## config.mk

```make
export PLATFORM = sky130hd
export DESIGN_NAME = video_muldiv_arb
export DESIGN_NICKNAME = d
export VERILOG_FILES = /design/src/rtl/video_muldiv_arb.sv
export SDC_FILE = /design/constraint.sdc
export NUM_CORES = 1
export LEC_CHECK = 0
export ABC_AREA = 1
export BUFFER_PORTS_ARGS = -buffer_cell sky130_fd_sc_hd__buf_4
export CAP_MARGIN = 15
export CORE_MARGIN = 4
export CORE_UTILIZATION = 47
export CTS_BUF_LIST = sky130_fd_sc_hd__clkbuf_4 sky130_fd_sc_hd__clkbuf_8
export CTS_CLUSTER_SIZE = 14
export DETAILED_ROUTE_END_ITERATION = 12
export GPL_ROUTABILITY_DRIVEN = 0
export PLACE_DENSITY = 0.84
export SLEW_MARGIN = 20
export SYNTH_ARGS = -nofsm -noshare
export SYNTH_HDL_FRONTEND = slang
export SYNTH_SLANG_ARGS = --single-unit
```

## constraint.sdc

```tcl
create_clock -name CLK_VIDEO -period 2.4 [get_ports CLK_VIDEO]
set_input_delay 0.12 -clock CLK_VIDEO [delete_from_list [all_inputs] [get_ports CLK_VIDEO]]
set_output_delay 0.12 -clock CLK_VIDEO [all_outputs]
set_load 0.005 [all_outputs]
```

## src/rtl/video_muldiv_arb.sv

```systemverilog
// video_muldiv_arb
//   Two-requester arbiter in front of one shared multiply/divide engine.
//   A request is granted in IDLE, issued to the engine in ISSUE, waited on in
//   WAIT and returned to its requester in RESP. Divide by zero bypasses the
//   engine and returns all ones.
//
// Ports
//   CLK_VIDEO          clock, rising edge
//   RESET_N            asynchronous active-low reset
//   REQ_VALID[1:0]     per-requester request, held until granted
//   REQ_OP[1:0]        per-requester op (0 multiply, 1 divide)
//   REQ_A0/REQ_A1      operand A (AW bits); multiplicand is A[BW-1:0]
//   REQ_B0/REQ_B1      operand B (BW bits)
//   REQ_READY[1:0]     one-cycle one-hot grant
//   RSP_VALID[1:0]     one-cycle one-hot result strobe
//   RSP_RES            result, held between strobes
//   ENG_START/ENG_OP/ENG_A/ENG_B   engine command
//   ENG_RUN/ENG_RES    engine busy flag and result
//   BUSY               high whenever the FSM is not in IDLE
//
// Build option
//   MULDIV_ARB_RR_EN   defined: round-robin arbitration
//                      undefined: fixed priority, requester 0 first
module video_muldiv_arb #(
    parameter int AW = 24,
    parameter int BW = 12
) (
    input  logic          CLK_VIDEO,
    input  logic          RESET_N,
    input  logic [1:0]    REQ_VALID,
    input  logic [1:0]    REQ_OP,
    input  logic [AW-1:0] REQ_A0,
    input  logic [AW-1:0] REQ_A1,
    input  logic [BW-1:0] REQ_B0,
    input  logic [BW-1:0] REQ_B1,
    output logic [1:0]    REQ_READY,
    output logic [1:0]    RSP_VALID,
    output logic [AW-1:0] RSP_RES,
    output logic          ENG_START,
    output logic          ENG_OP,
    output logic [AW-1:0] ENG_A,
    output logic [BW-1:0] ENG_B,
    input  logic          ENG_RUN,
    input  logic [AW-1:0] ENG_RES,
    output logic          BUSY
);

    typedef enum logic [1:0] {IDLE, ISSUE, WAIT, RESP} state_t;

    state_t        state, state_d;
    logic          win, win_d;
    logic          div0, div0_d;
    logic          pick;
    logic [1:0]    ready_d, rsp_valid_d;
    logic [AW-1:0] rsp_res_d, eng_a_d;
    logic [BW-1:0] eng_b_d;
    logic          eng_start_d, eng_op_d, busy_d;
    logic          sel_op;
    logic [AW-1:0] sel_a;
    logic [BW-1:0] sel_b;

`ifdef MULDIV_ARB_RR_EN
    logic rr_ptr, rr_ptr_d;

    // Pointer only matters when both requesters are asking at once.
    always_comb begin
        if (REQ_VALID[0] && REQ_VALID[1]) pick = rr_ptr;
        else                              pick = ~REQ_VALID[0];
    end
`else
    always_comb pick = ~REQ_VALID[0];
`endif

    always_comb begin
        sel_op = pick ? REQ_OP[1] : REQ_OP[0];
        sel_a  = pick ? REQ_A1    : REQ_A0;
        sel_b  = pick ? REQ_B1    : REQ_B0;
    end

    // Next-state and next-output logic; every output is registered below.
    always_comb begin
        state_d     = state;
        win_d       = win;
        div0_d      = div0;
        ready_d     = '0;
        rsp_valid_d = '0;
        eng_start_d = 1'b0;
        rsp_res_d   = RSP_RES;
        eng_op_d    = ENG_OP;
        eng_a_d     = ENG_A;
        eng_b_d     = ENG_B;
`ifdef MULDIV_ARB_RR_EN
        rr_ptr_d    = rr_ptr;
`endif
        case (state)
            IDLE: begin
                // Never grant while the engine is still running, so a run
                // orphaned by a reset drains before the next job.
                if ((|REQ_VALID) && !ENG_RUN) begin
                    state_d     = ISSUE;
                    win_d       = pick;
                    eng_op_d    = sel_op;
                    eng_a_d     = sel_a;
                    eng_b_d     = sel_b;
                    div0_d      = sel_op && (sel_b == '0);
                    ready_d     = pick ? 2'b10 : 2'b01;
                    eng_start_d = !(sel_op && (sel_b == '0));
`ifdef MULDIV_ARB_RR_EN
                    rr_ptr_d    = ~pick;
`endif
                end
            end
            ISSUE: begin
                if (div0) begin
                    state_d     = RESP;
                    rsp_valid_d = win ? 2'b10 : 2'b01;
                    rsp_res_d   = '1;
                end else begin
                    state_d = WAIT;
                end
            end
            WAIT: begin
                if (!ENG_START && !ENG_RUN) begin
                    state_d     = RESP;
                    rsp_valid_d = win ? 2'b10 : 2'b01;
                    rsp_res_d   = ENG_RES;
                end
            end
            RESP: state_d = IDLE;
            default: state_d = IDLE;
        endcase
        busy_d = (state_d != IDLE);
    end

    always_ff @(posedge CLK_VIDEO or negedge RESET_N) begin
        if (!RESET_N) begin
            state     <= IDLE;
            win       <= 1'b0;
            div0      <= 1'b0;
            REQ_READY <= '0;
            RSP_VALID <= '0;
            RSP_RES   <= '0;
            ENG_START <= 1'b0;
            ENG_OP    <= 1'b0;
            ENG_A     <= '0;
            ENG_B     <= '0;
            BUSY      <= 1'b0;
`ifdef MULDIV_ARB_RR_EN
            rr_ptr    <= 1'b0;
`endif
        end else begin
            state     <= state_d;
            win       <= win_d;
            div0      <= div0_d;
            REQ_READY <= ready_d;
            RSP_VALID <= rsp_valid_d;
            RSP_RES   <= rsp_res_d;
            ENG_START <= eng_start_d;
            ENG_OP    <= eng_op_d;
            ENG_A     <= eng_a_d;
            ENG_B     <= eng_b_d;
            BUSY      <= busy_d;
`ifdef MULDIV_ARB_RR_EN
            rr_ptr    <= rr_ptr_d;
`endif
        end
    end

endmodule

```

Yosys cells after proc, flatten, opt, wreduce, memory -nomap -nowiden
Index checks and enable logic that the tools add are counted.
- logic and storage cells: 49
- flip-flop bits (word level): 71
- bits of input ports: 103
- output and inout bits: 67
- bitwise gates (word level): 1
- reduce and logical (&&, ||, !) cells: 13
- equality and inequality tests: 5
- mux-type cells: 19
- operators by type and width (kind ; count):
    $mux W24 ; 3
    $pmux W24 S2 ; 1
    $mux W2 ; 8
    $logic_not A12 Y1 ; 1
    $mux W12 ; 1
    $pmux W2 S4 ; 1
    $eq A2 B2 Y1 const B ; 2
    $mux W1 ; 4
    $ne A2 B2 Y1 const B ; 2
    $pmux W2 S2 ; 1
    $reduce_bool A2 Y1 ; 2
    $logic_and A1 B1 Y1 ; 3
    $logic_not A1 Y1 ; 3
    $reduce_and A3 Y1 ; 1
    $eq A2 B1 Y1 const B ; 1
    $logic_not A2 Y1 ; 1
    $reduce_and A2 Y1 ; 1
    $reduce_or A2 Y1 ; 1
    $not A1 Y1 ; 1

Depth between registers and ports, before layout
Gate-level depths: netlist (run 1).
- depth in word-level cells: 6
- depth in mapped cells: 8
- depth with buffers taken out: 8

Worst setup path before layout (run 1)
Ideal clock, no wire load.
- path type: register to register
- from: register state[0]
- to: register RSP_RES[10]
- cell stages (with the launch flop): 9
- data required time: 2.278 ns
- setup slack: 0.935 ns
- setup time: 0.122 ns
- period minus slack after synthesis: 1.465 ns
- data arrival time: 1.343 ns
- path buffers: 2
- cells stage by stage: dfrtp_1 -> inv_1 -> ha_1 -> o21ai_1 -> o21ai_0 -> a21oi_1 -> buf_2 -> buf_4 -> a21oi_1
- longest elaborated chain between the ends: 3
- elaborated cells between the ends (all ways): 7
- classes of those cells: eq/ne: 4; mux: 1; reduce/logical: 2
- ends and longest elaborated chain (what ; line ; source):
    from (decl) ; 50 ; state_t state, state_d;
    from (signal assigned) ; 152 ; state <= state_d;
    $eq A2 B2 Y1 / $eq A2 B1 Y1 (equally long branches) ; 95 ; case (state)
    $ne A2 B2 Y1 (no line) / $reduce_bool A2 Y1 (equally long branches) ; n/a ;
    $reduce_and A3 Y1 (no line) ; n/a ;
    to (signal assigned) ; 157 ; RSP_RES <= rsp_res_d;
    to (decl) ; 38 ; output logic [AW-1:0] RSP_RES,
Several ways; a longest one is shown, not always the timed one.
A chain may end at the register's enable or synchronous reset.

Worst setup path after layout (run 1)
- from: register state[0]
- to: register ENG_A[3]
- longest elaborated chain between the ends: 2
- ends and longest elaborated chain (what ; line ; source):
    $logic_not A2 Y1 ; 95 ;
    $reduce_and A2 Y1 (no line) ; n/a ;
    to (signal assigned) ; 160 ; ENG_A <= eng_a_d;
    to (decl) ; 41 ; output logic [AW-1:0] ENG_A,
No other way between the ends.

==> out/results.ini, run 1 <==
[placement]
dpl.hpwl_mm = 6.57
port_buffers = 169
dpl_cell_area_um2 = 4400

[power]
power.leakage_nw = 2.27
combPwrFrac_pct = 44.1
pwr-share-clk_pct = 16.0
swShare_pct = 35.3
ir_drop_v = 0.000612
power_density_nw_per_um2 = 1140
internal_power_w = 0.00338
power.switching_w = 0.00184
seqPwrFrac_pct = 39.9

[floorplanning]
start_util_pct = 48.8
dieWidth_um = 89.7
fp-row-count = 29
die_y_um = 89.7
core_um2 = 6420
die_area_um2 = 8050
ios = 170

[global_route]
grt_max_degree = 72
grt_pass1_wl_mm = 13.0
grt_pass1_vias = 2873
overflow = 0
antenna_found_initial = 0
track_usage_pct = 21.0

[worst_setup_path]
rrSetupSlack_ns = 0.59
cp_data_arrival_time_ns = 2.05
crit_path_end_kind = register
start_kind = register
required_ns = 2.64
crit_start = state[0]$_DFF_PN0_
crit_type = reg -> reg
r2r_cells = 7
r2r_start = state[0]$_DFF_PN0_
crit_path_end = ENG_A[3]$_DFFE_PN0P_
r2r_end = ENG_A[3]$_DFFE_PN0P_
worst-path-max-fanout = 69

[layout]
area_delta_synth_final_pct = 46.4
stdcell_area_um2 = 4590
layout.nets = 642
fillers = 521
diodes = 0
regArea_um2 = 1780
final_cell_mix = buf_4, nand2_1, nor2_1, dfrtp_1, a31oi_1
layout_commonest_cell = buf_4
multi_input_area_um2 = 1180
layout-drive-gt1-share_pct = 35.3

[sta]
tightestPinTransition_ns = 0.877
hold_violations = 0
max_freq_mhz = 551
post-route-period-util_pct = 75.6
whs_ns = 0.0626
finalClockSkew_ns = 0.0126
setup_viol = 0
rsz0062_at_grt = no
fin_tns_setup_ns = 0
fin_crit_ns = 1.81
drv_slew = 0
slew_headroom_pct = 41.6

[clock_tree]
hold_buffers = 2
numCtsBuffers = 9
clock_sinks = 71
cts_resized = 0
root_buffer = clkbuf_8
cts_tree = yes
cts_setup_buffers = 0
clk_pin_slew_ns = 0.08
clock_latency_ns = 0.33
clockBufferDepth = 2
h-tree-depth = 3

[yosys]
ys_ff_latch = 71
synth_xor_area_share_pct = 0
synth_cells = 374
synth_cell_types = 22
ys_seq_area_share_pct = 56.6
synth-simple-area-share_pct = 23.3
avgSynthCellArea_um2 = 8.39
synth_top_family_by_area = simple AND/OR/NAND/NOR gates
yosys_warnings = 0
synthMuxAreaShare_pct = 0
synth_nets = 480
syn_area_um2 = 3140
synth_compound_area_share_pct = 12.8
synthAdderAreaFrac_pct = 1.20

[routing]
drt_iter0_drc = 101
drc = 0
vias = 3064
first_pass_iters = 4
vias_per_cell = 4.98
wire_per_inst_um = 13.9
wl_mm = 8.56
antenna_left = 0

[hold_path]
min_path_cells = 3
hold_path_class = in -> reg

[flow_run]
maxCapViolations = 0

[outcome]
status = finished clean

## registers in the layout, indices dropped and copies added, names as in the netlist
register,flops
div0,1
ENG_OP,1
ENG_B,12
REQ_READY,2
state,2
ENG_START,1
ENG_A,24
RSP_RES,24
BUSY,1
win,1
RSP_VALID,2
## Yosys cell counts
cell      number  area share, %
buf_2         14            2.2
nor2_1        90             11
nor3_1         1           0.16
o21bai_1       1           0.24
nand2_1       93             11
a31oi_1       33            6.6
nand4_1        1           0.20
o21ai_1        7            1.1
inv_1         15            1.8
dfrtp_1       71             57
nor2_4         1           0.36
ha_1           3            1.2
o21ai_0        2           0.32
buf_4          5            1.2
or2_2          1           0.20
nand3_1        2           0.32
o22ai_1        1           0.20
clkbuf_1       2           0.24
nor2_2         1           0.20
a21oi_1       27            4.3
buf_6          1           0.36
inv_2          2           0.24
## final cells by class
class / count / area share, %
Multi-Input combinational cell: 264 / 25.7
Inverter: 17 / 1.39
Clock buffer: 12 / 3.60
Tap cell: 77 / 2.10
Clock inverter: 1 / 0.109
Sequential cell: 71 / 38.7
Timing Repair Buffer: 173 / 28.4
## through the flow
step / cells / worst slack (ns) / total power [W] / utilization, %
2_1_floorplan: 374 / 0.935 / 0.00321 / -
3_3_place_gp: 600 / 0.756 / 0.00434 / 68.5
3_5_place_dp: 600 / 0.622 / 0.00444 / 68.5
4_1_cts: 615 / 0.607 / 0.00528 / 71.5
5_1_grt: 615 / 0.419 / 0.00565 / 71.5
6_report: 615 / 0.586 / 0.00522 / 71.5
## per-layer routing
layer / global-route usage (%) / wire, um / vias up / part of all wire (%)
met2: 33.6 / 3960 / 151 / 46
met1: 26.3 / 3400 / 1374 / 40
li1: - / - / 1526 / -
met3: 7.21 / 1060 / 13 / 12
met5: 0 / 0 / - / 0
met4: 7.71 / 136 / 0 / 1.6
## how the worst min path moves through the flow
| stage | end | slack (ns) | start |
|---|---|---|---|
| floorplan | BUSY$_DFF_PN0_ | -0.18 | RESET_N |
| global placement | RSP_RES[20]$_DFFE_PN0P_ | 0.29 | RESET_N |
| detailed placement | RSP_RES[20]$_DFFE_PN0P_ | 0.30 | RESET_N |
| CTS | ENG_A[13]$_DFFE_PN0P_ | 0.05 | REQ_A0[13] |
| global route | ENG_A[13]$_DFFE_PN0P_ | 0.05 | REQ_A1[13] |
| finish | ENG_A[13]$_DFFE_PN0P_ | 0.06 | REQ_A1[13] |
## cell families (layout without fill, tap and decap cells)
logic type	after synthesis	in the layout
simple gates	190	190
compound gates	71	71
flops	71	71
buf+inv	39	203
fa+ha+maj	3	3
## critical path, stage by stage (launching register included)
cell     delay [ns]
dfrtp_1        0.40
inv_1          0.09
ha_1           0.17
inv_1          0.09
nor2_4         0.12
buf_4          0.51
nor2_1         0.11
a31oi_1        0.19
## power by group through the flow
stage,logic [W],registers [W],clock network [W]
detailed placement,0.00234,0.00210,0
global placement,0.00225,0.00209,0
global route,0.00259,0.00215,0.000915
finish,0.00230,0.00208,0.000833
floorplan,0.00110,0.00211,0
CTS,0.00234,0.00209,0.000854
No activity file was read; power rests on OpenSTA's default activity.
==> inputs of run 2 (changes only) <==
--- a/config.mk
+++ b/config.mk
@@ -5,16 +5,16 @@
 export SDC_FILE = /design/constraint.sdc
 export NUM_CORES = 1
 export LEC_CHECK = 0
-export ABC_AREA = 1
+export ABC_AREA = 0
 export BUFFER_PORTS_ARGS = -buffer_cell sky130_fd_sc_hd__buf_4
 export CAP_MARGIN = 15
 export CORE_MARGIN = 4
-export CORE_UTILIZATION = 47
+export CORE_UTILIZATION = 42
 export CTS_BUF_LIST = sky130_fd_sc_hd__clkbuf_4 sky130_fd_sc_hd__clkbuf_8
 export CTS_CLUSTER_SIZE = 14
 export DETAILED_ROUTE_END_ITERATION = 12
 export GPL_ROUTABILITY_DRIVEN = 0
-export PLACE_DENSITY = 0.84
+export PLACE_DENSITY = 0.78
 export SLEW_MARGIN = 20
 export SYNTH_ARGS = -nofsm -noshare
 export SYNTH_HDL_FRONTEND = slang
==> constraint.sdc (replaced) <==
create_clock -name CLK_VIDEO -period 1.5 [get_ports CLK_VIDEO]
set_input_delay 0.075 -clock CLK_VIDEO [delete_from_list [all_inputs] [get_ports CLK_VIDEO]]
set_output_delay 0.075 -clock CLK_VIDEO [all_outputs]
set_load 0.005 [all_outputs]
==> out/results.ini, run 2 <==
[worst_setup_path]
r2r_start = state[1]$_DFF_PN0_
worst-path-max-fanout = 4  ; -94%
start_kind = register
r2r_cells = 6  ; -1
cp_data_arrival_time_ns = 1.70  ; -0.35 ns
crit_type = reg -> reg
r2r_end = BUSY$_DFF_PN0_
rrSetupSlack_ns = 0.03  ; -0.56 ns
crit_path_end_kind = register
required_ns = 1.73  ; -0.91 ns

[global_route]
track_usage_pct = 19.8  ; -1.2 points
antenna_found_initial = 0  ; unchanged
overflow = 0  ; unchanged
grt_pass1_wl_mm = 13.8  ; +6.4%
grt_max_degree = 49  ; -32%
grt_pass1_vias = 2939  ; +2.3%

[routing]
wl_mm = 9.28  ; +8.4%
drc = 0  ; unchanged
drt_iter0_drc = 58  ; -43%
antenna_left = 0  ; unchanged
vias_per_cell = 4.83  ; -3.0%
vias = 2938  ; -4.1%
wire_per_inst_um = 15.3  ; +9.7%
first_pass_iters = 4  ; unchanged

[hold_path]
min_path_cells = 3  ; unchanged
worst_hold_path.endpoint = ENG_A[18]$_DFFE_PN0P_
hold_path_class = in -> reg
min_from = REQ_A1[18]

[clock_tree]
clk_pin_slew_ns = 0.08  ; about the same
clockBufferDepth = 2  ; unchanged
clock_latency_ns = 0.34  ; about the same
h-tree-depth = 3  ; unchanged
root_buffer = clkbuf_8
numCtsBuffers = 9  ; unchanged
clock_sinks = 71  ; unchanged
cts_tree = yes

[layout]
instances_no_fill = 608  ; -1.1%
final_cell_mix = buf_4, dfrtp_1, nand2_1, mux2i_1, o21ai_0
reg_top3 = ENG_A x24, RSP_RES x24, ENG_B x12
area_delta_synth_final_pct = 59.7
stdcell_area_um2 = 5140  ; +12%
diodes = 0  ; unchanged
layout.nets = 610  ; -5.0%
layout-drive-gt1-share_pct = 41.5  ; +6.1 points
layout_commonest_cell = buf_4
postLayoutCoreUtil_pct = 69.8  ; -1.7 points

[yosys]
syn_area_um2 = 3220  ; +2.6%
synth_cell_types = 31  ; +41%
ys_seq_area_share_pct = 55.2  ; -1.5 points
synthTopCellsByArea = dfrtp_1, mux2i_1, o21ai_0
synth_nets = 421  ; -12%
yosysMostFrequentCell = dfrtp_1
synth_edf_count = 0  ; unchanged
yosys_warnings = 0  ; unchanged
synth-async-reset-ratio_pct = 100  ; unchanged
netlist.area_leader.share_pct = 55.2  ; -1.5 points
ys_ff_latch = 71  ; unchanged
avgSynthCellArea_um2 = 10.2  ; +22%
ys.flop_type = dfrtp_1
synth_top_cell_by_area = dfrtp_1
synth_cells = 315  ; -16%
synth_common_cells = dfrtp_1, nand2_1, o21ai_0, mux2i_1, nor2b_1

[floorplanning]
fp-row-count = 31  ; +6.9%
die_area_um2 = 9130  ; +13%
core_um2 = 7370  ; +15%
dieWidth_um = 95.6  ; +6.5%
start_util_pct = 43.7  ; -5.2 points
die_y_um = 95.6  ; +6.5%
ios = 170  ; unchanged

[power]
seqPwrFrac_pct = 35.5  ; -4.4 points
combPwrFrac_pct = 45.7  ; +1.6 points
swShare_pct = 33.5  ; -1.7 points
power.leakage_nw = 2.60  ; +14%
ir_drop_v = 0.000673  ; +9.8%
power.switching_w = 0.00315  ; +71%
internal_power_w = 0.00624  ; +85%
total_power_w = 0.00939  ; +80%
power_density_nw_per_um2 = 1830  ; +61%
pwr-share-clk_pct = 18.8  ; +2.8 points

[placement]
place_ws_ns = -0.00489  ; -0.626 ns
dpl.hpwl_mm = 6.85  ; +4.2%
place_inst = 571  ; -4.8%
dpl_cell_area_um2 = 4630  ; +5.3%
port_buffers = 169  ; unchanged

[sta]
setup_viol = 0  ; unchanged
tightestPinTransition_ns = 0.436  ; -0.440 ns
slew_headroom_pct = 70.9  ; +29 points
post-route-period-util_pct = 98.1  ; +23 points
max_freq_mhz = 680  ; +23%
fin_crit_ns = 1.47  ; -0.343 ns
fin_ws_ns = 0.0289  ; -0.557 ns
rsz0062_at_grt = yes
hold_violations = 0  ; unchanged
drv_slew = 0  ; unchanged
finalClockSkew_ns = 0.0110  ; -0.00161 ns

[flow_run]
maxCapViolations = 0  ; unchanged

[outcome]
status = finished clean

==> run 2: power by group through the flow <==
| stage | clock, W | sequential [W] | combinational, W |
|---|---|---|---|
| 2_1_floorplan | 0 | 0.00335 | 0.00173 |
| 3_3_place_gp | 0 | 0.00331 | 0.00369 |
| 3_5_place_dp | 0 | 0.00334 | 0.00384 |
| 4_1_cts | 0.00179 | 0.00332 | 0.00388 |
| 5_1_grt | 0.00189 | 0.00343 | 0.00481 |
| 6_report | 0.00176 | 0.00333 | 0.00429 |
==> run 2: worst max path at each step <==
| stage | startpoint | end | slack (ns) | depth (start not counted) |
|---|---|---|---|---|
| final | state[1]$_DFF_PN0_ | BUSY$_DFF_PN0_ | 0.03 | 6 |
| after floorplan | state[0]$_DFF_PN0_ | ENG_A[19]$_DFFE_PN0P_ | 0.07 | 8 |
| after global routing | state[1]$_DFF_PN0_ | BUSY$_DFF_PN0_ | -0.04 | 6 |
| after CTS | state[0]$_DFF_PN0_ | ENG_A[17]$_DFFE_PN0P_ | 0.002 | 7 |
| after detailed placement | state[0]$_DFF_PN0_ | ENG_A[17]$_DFFE_PN0P_ | -0.005 | 7 |
| after global placement | state[0]$_DFF_PN0_ | div0$_DFFE_PN0P_ | 0.12 | 5 |
==> run 2: cell families (layout without fill, tap and decap cells) <==
kind of cell | after synthesis | count (layout) | synth area share, %
DFF | 71 | 71 | 55.2
AOI/OAI and AO/OA | 71 | 71 | 12.0
and+or+nand+nor | 109 | 109 | 16.0
adders and majority gates | 3 | 3 | 1.17
buffers and inverters | 23 | 217 | 3.85
muxes | 38 | 38 | 11.9
==> run 2: what timing repair did <==
action                                  4_1_cts  5_1_grt
gates cloned                                  0        2
endpoints found under the hold margin        44        1
pin swaps                                     0        0
setup buffers                                 1        3
endpoints found under the setup margin        1       63
resized for setup                             1       27
hold buffers                                 14        1
==> run 2: final cells by class <==
type	count	area, um^2
fill	571	2230
sequential	71	1780
multi-input combinational	221	1380
timing repair buffer	199	1620
clock buffer	12	159
tap	99	124
inverter	2	7.51
clock inverter	4	77.6
==> run 2: routing by layer <==
layer	share of wire [%]	track usage [%]
met1	40	24.0
met2	48	32.3
met3	11	8.45
met4	1.1	5.33
met5	0	0
==> run 2: worst max-delay path, cell delays in order, from the launching register on <==
cell and delay (ns):
dfrtp_1 0.41, inv_2 0.08, ha_4 0.16, nor2b_4 0.13
o21ai_4 0.11, o211ai_1 0.20, or2_1 0.25
==> run 2: through the flow <==
stage / hold WS (ns) / setup TNS [ns]
floorplan: -0.221 / 0
global placement: 0.0383 / 0
detailed placement: 0.0422 / -0.00826
CTS: 0.00141 / 0
global route: 0.00656 / -0.171
finish: 0.00615 / 0
